==> src/rtl/mem_stage_lsu_if.sv <==
// Data-memory bus between the MEM-stage LSU and the memory system.
// The request side holds its fields stable until ack.
interface mem_stage_lsu_if #(
    parameter int ADDR_W = 32
);
    logic              req;
    logic              we;
    logic [ADDR_W-1:0] addr;
    logic [3:0]        be;
    logic [31:0]       wdata;
    logic              ack;
    logic [31:0]       rdata;

    modport master (
        output req, we, addr, be, wdata,
        input  ack, rdata
    );

    modport slave (
        input  req, we, addr, be, wdata,
        output ack, rdata
    );
endinterface

==> src/rtl/mem_stage_lsu.sv <==
// MEM stage with load/store unit and folded MEM/WB register.
// Memory ops stall upstream until ack or watchdog timeout.
module mem_stage_lsu #(
    parameter int ADDR_W = 32,
    parameter int REG_AW = 5,
    parameter int TMO_W  = 8
) (
    input  logic              clk,
    input  logic              rst,
    input  logic              valid_i,
    input  logic              flush_i,
    input  logic [31:0]       inst_i,
    input  logic [3:0]        mem_op_i,
    input  logic [REG_AW-1:0] waddr_i,
    input  logic              reg_we_i,
    input  logic [31:0]       alu_res_i,
    input  logic [31:0]       store_data_i,
    input  logic              hi_we_i,
    input  logic              lo_we_i,
    input  logic [31:0]       hi_i,
    input  logic [31:0]       lo_i,
    mem_stage_lsu_if.master   bus,
    output logic              stall_req_o,
    output logic              valid_o,
    output logic [REG_AW-1:0] waddr_o,
    output logic              reg_we_o,
    output logic [31:0]       wdata_o,
    output logic              hi_we_o,
    output logic              lo_we_o,
    output logic [31:0]       hi_o,
    output logic [31:0]       lo_o,
    output logic [31:0]       inst_o,
    output logic              misalign_o,
    output logic              bus_err_o
);
    localparam logic [3:0] OP_LB  = 4'd1;
    localparam logic [3:0] OP_LBU = 4'd2;
    localparam logic [3:0] OP_LH  = 4'd3;
    localparam logic [3:0] OP_LHU = 4'd4;
    localparam logic [3:0] OP_LW  = 4'd5;
    localparam logic [3:0] OP_SB  = 4'd6;
    localparam logic [3:0] OP_SH  = 4'd7;
    localparam logic [3:0] OP_SW  = 4'd8;

    // Last count before timeout; the expiring cycle is the (2^TMO_W-1)th.
    localparam logic [TMO_W-1:0] TMO_LAST = {{(TMO_W-1){1'b1}}, 1'b0};

    typedef enum logic {IDLE, BUSY} state_t;

    state_t            state;
    state_t            state_n;
    logic [TMO_W-1:0]  cnt_q;
    logic              kill_q;

    logic [3:0]        op_q;
    logic [1:0]        off_q;
    logic [REG_AW-1:0] waddr_q;
    logic              reg_we_q;
    logic              hi_we_q;
    logic              lo_we_q;
    logic [31:0]       hi_q;
    logic [31:0]       lo_q;
    logic [31:0]       inst_q;

    logic        live;
    logic [1:0]  off;
    logic        is_mem;
    logic        is_store;
    logic        op_b;
    logic        op_h;
    logic        misal;
    logic        accept;
    logic [3:0]  be_n;
    logic [31:0] wd_n;

    logic        done;
    logic        tmo;
    logic        kill_now;
    logic        is_load_q;
    logic [31:0] lane;
    logic [31:0] ld_data;

    always_comb begin
        live     = valid_i & ~flush_i;
        off      = alu_res_i[1:0];
        is_mem   = (mem_op_i >= OP_LB) && (mem_op_i <= OP_SW);
        is_store = (mem_op_i >= OP_SB) && (mem_op_i <= OP_SW);
        op_b     = (mem_op_i == OP_LB) || (mem_op_i == OP_LBU)
                || (mem_op_i == OP_SB);
        op_h     = (mem_op_i == OP_LH) || (mem_op_i == OP_LHU)
                || (mem_op_i == OP_SH);
        misal    = 1'b0;
        be_n     = 4'b1111;
        wd_n     = store_data_i;
        unique case (1'b1)
            op_b: begin
                be_n = 4'b0001 << off;
                wd_n = {4{store_data_i[7:0]}};
            end
            op_h: begin
                misal = off[0];
                be_n  = 4'b0011 << off;
                wd_n  = {2{store_data_i[15:0]}};
            end
            default: misal = is_mem & (off != 2'b00);
        endcase
        accept = (state == IDLE) & live & is_mem & ~misal;
    end

    always_ff @(posedge clk) begin
        if (rst) state <= IDLE;
        else     state <= state_n;
    end

    always_comb begin
        state_n = state;
        unique case (state)
            IDLE:    if (accept) state_n = BUSY;
            BUSY:    if (done || tmo) state_n = IDLE;
            default: state_n = IDLE;
        endcase
    end

    always_comb begin
        done        = (state == BUSY) & bus.ack;
        tmo         = (state == BUSY) & ~bus.ack & (cnt_q == TMO_LAST);
        kill_now    = kill_q | flush_i;
        stall_req_o = accept | ((state == BUSY) & ~bus.ack & ~tmo);
        is_load_q   = (op_q >= OP_LB) && (op_q <= OP_LW);
        lane        = bus.rdata >> {off_q, 3'b000};
        unique case (op_q)
            OP_LB:   ld_data = {{24{lane[7]}}, lane[7:0]};
            OP_LBU:  ld_data = {24'h0, lane[7:0]};
            OP_LH:   ld_data = {{16{lane[15]}}, lane[15:0]};
            OP_LHU:  ld_data = {16'h0, lane[15:0]};
            default: ld_data = bus.rdata;
        endcase
    end

    always_ff @(posedge clk) begin
        if (rst || state != BUSY || done || tmo) cnt_q <= '0;
        else                                     cnt_q <= cnt_q + 1'b1;
    end

    // A flush during BUSY cannot cancel the bus cycle, only its write-back.
    always_ff @(posedge clk) begin
        if (rst || state != BUSY || done || tmo) kill_q <= 1'b0;
        else if (flush_i)                        kill_q <= 1'b1;
    end

    always_ff @(posedge clk) begin
        if (rst) begin
            valid_o    <= 1'b0;
            reg_we_o   <= 1'b0;
            hi_we_o    <= 1'b0;
            lo_we_o    <= 1'b0;
            misalign_o <= 1'b0;
            bus_err_o  <= 1'b0;
            waddr_o    <= '0;
            wdata_o    <= '0;
            hi_o       <= '0;
            lo_o       <= '0;
            inst_o     <= '0;
            bus.req    <= 1'b0;
            bus.we     <= 1'b0;
            bus.addr   <= '0;
            bus.be     <= '0;
            bus.wdata  <= '0;
            op_q       <= '0;
            off_q      <= '0;
            waddr_q    <= '0;
            reg_we_q   <= 1'b0;
            hi_we_q    <= 1'b0;
            lo_we_q    <= 1'b0;
            hi_q       <= '0;
            lo_q       <= '0;
            inst_q     <= '0;
        end else begin
            valid_o    <= 1'b0;
            reg_we_o   <= 1'b0;
            hi_we_o    <= 1'b0;
            lo_we_o    <= 1'b0;
            misalign_o <= 1'b0;
            bus_err_o  <= 1'b0;
            if (state == IDLE) begin
                if (live && !is_mem) begin
                    valid_o  <= 1'b1;
                    reg_we_o <= reg_we_i;
                    hi_we_o  <= hi_we_i;
                    lo_we_o  <= lo_we_i;
                    waddr_o  <= waddr_i;
                    wdata_o  <= alu_res_i;
                    hi_o     <= hi_i;
                    lo_o     <= lo_i;
                    inst_o   <= inst_i;
                end else if (live && misal) begin
                    valid_o    <= 1'b1;
                    misalign_o <= 1'b1;
                    waddr_o    <= waddr_i;
                    wdata_o    <= alu_res_i;
                    hi_o       <= hi_i;
                    lo_o       <= lo_i;
                    inst_o     <= inst_i;
                end else if (accept) begin
                    bus.req   <= 1'b1;
                    bus.we    <= is_store;
                    bus.addr  <= {alu_res_i[ADDR_W-1:2], 2'b00};
                    bus.be    <= be_n;
                    bus.wdata <= wd_n;
                    op_q      <= mem_op_i;
                    off_q     <= off;
                    waddr_q   <= waddr_i;
                    reg_we_q  <= reg_we_i;
                    hi_we_q   <= hi_we_i;
                    lo_we_q   <= lo_we_i;
                    hi_q      <= hi_i;
                    lo_q      <= lo_i;
                    inst_q    <= inst_i;
                end
            end else if (done || tmo) begin
                bus.req   <= 1'b0;
                valid_o   <= ~kill_now;
                reg_we_o  <= done & is_load_q & reg_we_q & ~kill_now;
                hi_we_o   <= hi_we_q & ~kill_now;
                lo_we_o   <= lo_we_q & ~kill_now;
                waddr_o   <= waddr_q;
                wdata_o   <= (done && is_load_q) ? ld_data : '0;
                hi_o      <= hi_q;
                lo_o      <= lo_q;
                inst_o    <= inst_q;
                bus_err_o <= tmo;
            end
        end
    end
endmodule

==> src/flat_wrapper.sv <==
// flat-port wrapper written by rule: the top's interface ports become plain ports
module mem_stage_lsu_flat 
#(
    parameter int ADDR_W = 32,
    parameter int REG_AW = 5,
    parameter int TMO_W  = 8
)
  (clk, rst, valid_i, flush_i, inst_i, mem_op_i, waddr_i, reg_we_i, alu_res_i, store_data_i, hi_we_i, lo_we_i, hi_i, lo_i, stall_req_o, valid_o, waddr_o, reg_we_o, wdata_o, hi_we_o, lo_we_o, hi_o, lo_o, inst_o, misalign_o, bus_err_o, bus_req, bus_we, bus_addr, bus_be, bus_wdata, bus_ack, bus_rdata);
  mem_stage_lsu_if #(.ADDR_W(ADDR_W)) bus_i ();
  input  logic clk;
  input  logic rst;
  input  logic valid_i;
  input  logic flush_i;
  input  logic [31:0] inst_i;
  input  logic [3:0] mem_op_i;
  input  logic [REG_AW-1:0] waddr_i;
  input  logic reg_we_i;
  input  logic [31:0] alu_res_i;
  input  logic [31:0] store_data_i;
  input  logic hi_we_i;
  input  logic lo_we_i;
  input  logic [31:0] hi_i;
  input  logic [31:0] lo_i;
  output logic stall_req_o;
  output logic valid_o;
  output logic [REG_AW-1:0] waddr_o;
  output logic reg_we_o;
  output logic [31:0] wdata_o;
  output logic hi_we_o;
  output logic lo_we_o;
  output logic [31:0] hi_o;
  output logic [31:0] lo_o;
  output logic [31:0] inst_o;
  output logic misalign_o;
  output logic bus_err_o;
  output wire logic [$bits(bus_i.req)-1:0] bus_req;
  output wire logic [$bits(bus_i.we)-1:0] bus_we;
  output wire logic [$bits(bus_i.addr)-1:0] bus_addr;
  output wire logic [$bits(bus_i.be)-1:0] bus_be;
  output wire logic [$bits(bus_i.wdata)-1:0] bus_wdata;
  input wire logic [$bits(bus_i.ack)-1:0] bus_ack;
  input wire logic [$bits(bus_i.rdata)-1:0] bus_rdata;
  assign bus_req = bus_i.req;
  assign bus_we = bus_i.we;
  assign bus_addr = bus_i.addr;
  assign bus_be = bus_i.be;
  assign bus_wdata = bus_i.wdata;
  assign bus_i.ack = bus_ack;
  assign bus_i.rdata = bus_rdata;
  mem_stage_lsu #(.ADDR_W(ADDR_W), .REG_AW(REG_AW), .TMO_W(TMO_W)) u_core (.clk(clk), .rst(rst), .valid_i(valid_i), .flush_i(flush_i), .inst_i(inst_i), .mem_op_i(mem_op_i), .waddr_i(waddr_i), .reg_we_i(reg_we_i), .alu_res_i(alu_res_i), .store_data_i(store_data_i), .hi_we_i(hi_we_i), .lo_we_i(lo_we_i), .hi_i(hi_i), .lo_i(lo_i), .bus(bus_i), .stall_req_o(stall_req_o), .valid_o(valid_o), .waddr_o(waddr_o), .reg_we_o(reg_we_o), .wdata_o(wdata_o), .hi_we_o(hi_we_o), .lo_we_o(lo_we_o), .hi_o(hi_o), .lo_o(lo_o), .inst_o(inst_o), .misalign_o(misalign_o), .bus_err_o(bus_err_o));
endmodule
==> config.mk <==
export PLATFORM = sky130hd
export DESIGN_NAME = mem_stage_lsu_flat
export DESIGN_NICKNAME = d
export VERILOG_FILES = /design/src/rtl/mem_stage_lsu_if.sv /design/src/rtl/mem_stage_lsu.sv /design/src/flat_wrapper.sv
export SDC_FILE = /design/constraint.sdc
export NUM_CORES = 1
export LEC_CHECK = 0
export BUFFER_PORTS_ARGS = -buffer_cell sky130_fd_sc_hd__buf_2
export CELL_PAD_IN_SITES_DETAIL_PLACEMENT = 0
export CELL_PAD_IN_SITES_GLOBAL_PLACEMENT = 1
export CORE_MARGIN = 10
export CORE_UTILIZATION = 40
export DETAILED_ROUTE_END_ITERATION = 12
export PLACE_DENSITY_LB_ADDON = 0.25
export REMOVE_ABC_BUFFERS = 1
export SLEW_MARGIN = 15
export SYNTH_ARGS = -nofsm -noshare
export SYNTH_HDL_FRONTEND = slang
export SYNTH_SLANG_ARGS = --single-unit
==> constraint.sdc <==
create_clock -name clk -period 2.4 [get_ports clk]
set_clock_uncertainty 0.2 [all_clocks]
set_input_delay 0.24 -clock clk [delete_from_list [all_inputs] [get_ports clk]]
set_output_delay 0.24 -clock clk [all_outputs]
set_load 0.05 [all_outputs]
==> results.json <==
{
  "clk_pin_slew_ps": 60,
  "grt_pass1_vias": 13000,
  "holdPathStages": 3,
  "start_util": 0.407,
  "reg2reg_depth": 5,
  "wl_um": 45600,
  "drc": 0,
  "routabilityCongestion": 0.766,
  "crit_required_ps": 1960,
  "crit_arrival_ps": 1870,
  "post_drt_wl_per_cell_um": 18.2,
  "dr_total_vias": 12500,
  "crit_path_start_kind": "flop",
  "finalHoldViolCount": 0,
  "cts-root-buf": "clkbuf_16",
  "critPathMaxFanout": 5,
  "worst_slew_pin_slew_ps": 1090,
  "pwr_density_cell_mw_per_mm2": 742,
  "hpwl_um": 31800,
  "nNetsFinal": 2220,
  "relSlewSlack": 0.270,
  "clk_latency_ps": 540,
  "clock_path_buffers": 3,
  "gr-total-overflow": 0,
  "rrSetupSlack_ps": 170,
  "io_buffers": 416,
  "fin_util": 0.578,
  "drive_gt1_frac": 0.341,
  "clock_sinks": 327,
  "power.leakage_nw": 8.30,
  "die_y_um": 210,
  "drv_slew": 0,
  "drv_cap": 0,
  "ios": 419,
  "avgSynthCellArea_sq_um": 10.2,
  "dieArea_sq_mm": 0.0443,
  "setup_violations": 0,
  "max_freq_mhz": 433,
  "min_period_ps": 2310,
  "endpoint_kind": "output port",
  "layout_setup_ws_ps": 88.5,
  "finalCritPeriodShare": 0.963,
  "synth-edff-count": 0,
  "path_class": "flop to output port",
  "viasPerCell": 5.02,
  "die_w_um": 210,
  "grt_setup_unrepaired": "no",
  "num_rows": 69,
  "cts_tree": "built",
  "drtAntennaViolNets": 0,
  "final_cell_mix": "414 x buf_2, 339 x nor2_1, 324 x dfxtp_1",
  "power_mw": 15.3,
  "syn_inst": 1420,
  "grt_pass1_wl_um": 72200,
  "placed_area_sq_mm": 0.0173,
  "async_reset_ff_frac": 0,
  "drtIter0Drc": 555,
  "layout-area-overhead-vs-synth_pct": 42.1,
  "final_common_cell": "buf_2",
  "outcome": "finished clean",
  "reg2reg_from": "u_core.op_q[0]",
  "ys_types": 57,
  "grt_usage": 0.199,
  "vdd_drop_max_v": 0.000688,
  "whs_ps": 19.1,
  "coreArea_sq_mm": 0.0357,
  "synthFlopType": "dfxtp_1",
  "final_cell_area_sq_mm": 0.0206,
  "numCtsBuffers": 37,
  "fillers": 3112,
  "grt_max_degree": 77,
  "hold_path_end": "u_core.wdata_o[13]",
  "seq_area_frac_synth": 0.451,
  "holdCritStartpoint": "bus_rdata[13]",
  "dpl_worst_slack_ps": 23.9,
  "drtPass1Iterations": 5,
  "netlist_area_sq_mm": 0.0145,
  "antenna_found_initial": 2,
  "h-tree-depth": 2,
  "synth_warnings": 0,
  "min_path_type": "input pin to flop",
  "ys_ff_latch": 327,
  "r2r-end": "u_core.wdata_o[8]"
}
how the worst max path moves through the flow:
| stage | startpoint | to | slack [ps] | cells past startpoint |
|---|---|---|---|---|
| floorplan | u_core.state | stall_req_o | -21670 | 4 |
| global placement | mem_op_i[0] | u_core.inst_o[25] | 70 | 8 |
| detailed placement | mem_op_i[0] | u_core.wdata_o[17] | 20 | 8 |
| CTS | u_core.cnt_q[2] | stall_req_o | 10 | 5 |
| global route | u_core.cnt_q[2] | stall_req_o | 10 | 5 |
| finish | u_core.cnt_q[2] | stall_req_o | 90 | 5 |
cell usage after synthesis (all sizes together) (3+ instances only):
cell type    n  area (sq um)
a211oi     119          1430
a22o         7          61.3
o211ai      18           140
a2bb2oi      7          61.3
nor3b        3          22.5
nor2       340          1280
nand4        4          25.0
nor3         5          25.0
o221ai       9          78.8
a21oi       13          68.8
mux2i      265          2650
a22oi       11          82.6
xor2         5          43.8
nand2b      28           175
nand3        6          30.0
dfxtp      327          6550
a311oi      44           548
nand2       25          93.8
clkbuf      61           229
nor2b       12          75.1
inv          8          30.0
buf         63           430
o2bb2ai      6          52.6
what timing repair did:
item / in CTS / in global routing
pin swaps: 1 / 2
hold buffers: 199 / 0
resized for setup: 5 / 3
setup buffers: 1 / 0
endpoints found under the setup margin: 1 / 18
endpoints found under the hold margin: 315 / 0
where the power goes:
| part | internal, mW | switching, mW | total [mW] | leakage [nW] |
|---|---|---|---|---|
| Sequential | 5.77 | 0.196 | 5.97 | 2.67 |
| Combinational | 1.18 | 2.16 | 3.35 | 4.97 |
| Clock | 3.69 | 2.30 | 5.99 | 0.654 |
layer usage:
metal  GRT usage  routed length, um  up-vias
met2       0.336              21900      299
met1       0.243              20100     5955
li1            -                  -     6223
met3      0.0478               2580       68
met4      0.0639               1070        0
met5           0                  0        -
sequential cells by signal, summed over array words and instances (netlist names), 2 cells and up:
name	cells
u_core.bus.be	4
u_core.off_q	2
u_core.bus.addr	30
u_core.bus.wdata	32
u_core.hi_o	32
u_core.inst_q	32
u_core.lo_o	32
u_core.lo_q	32
u_core.waddr_q	5
u_core.op_q	4
u_core.waddr_o	5
u_core.inst_o	32
u_core.hi_q	32
u_core.wdata_o	32
u_core.cnt_q	8
area by class of cell:
class	instances	area [sq um]	share of cell area
inverter	8	30.0	0.00146
sequential	327	6550	0.318
antenna	2	5.00	0.000243
tap	461	577	0.0280
timing repair buffer	673	4830	0.234
multi-input combinational	962	7330	0.355
clock buffer	49	1070	0.0520
clock inverter	18	226	0.0110
cell families (layout without fill, tap and decap cells):
family / after synthesis / in the layout / synth area share
AND/OR/NAND/NOR: 432 / 432 / 0.124
AO/OA/AOI/OAI: 252 / 252 / 0.185
XOR/XNOR: 6 / 6 / 0.00362
multiplexers: 268 / 268 / 0.186
flip-flops: 327 / 327 / 0.451
adder cells (fa/ha/maj): 2 / 2 / 0.00172
buffers and inverters: 132 / 748 / 0.0475
other: 1 / 4 / 0.000259
through the flow:
step	instances	TNS, ps
floorplan	1297	-5027380
global placement	2231	0
detailed placement	2231	0
CTS	2498	0
global route	2500	0
finish	2500	0
critical path: stages, from the launching register on:
cell	delay (ps)
dfxtp_2	360
and3_1	200
and2_4	170
nand4_1	150
a31o_2	300
buf_6	150
Note: power is estimated with default switching activity, not from simulation.
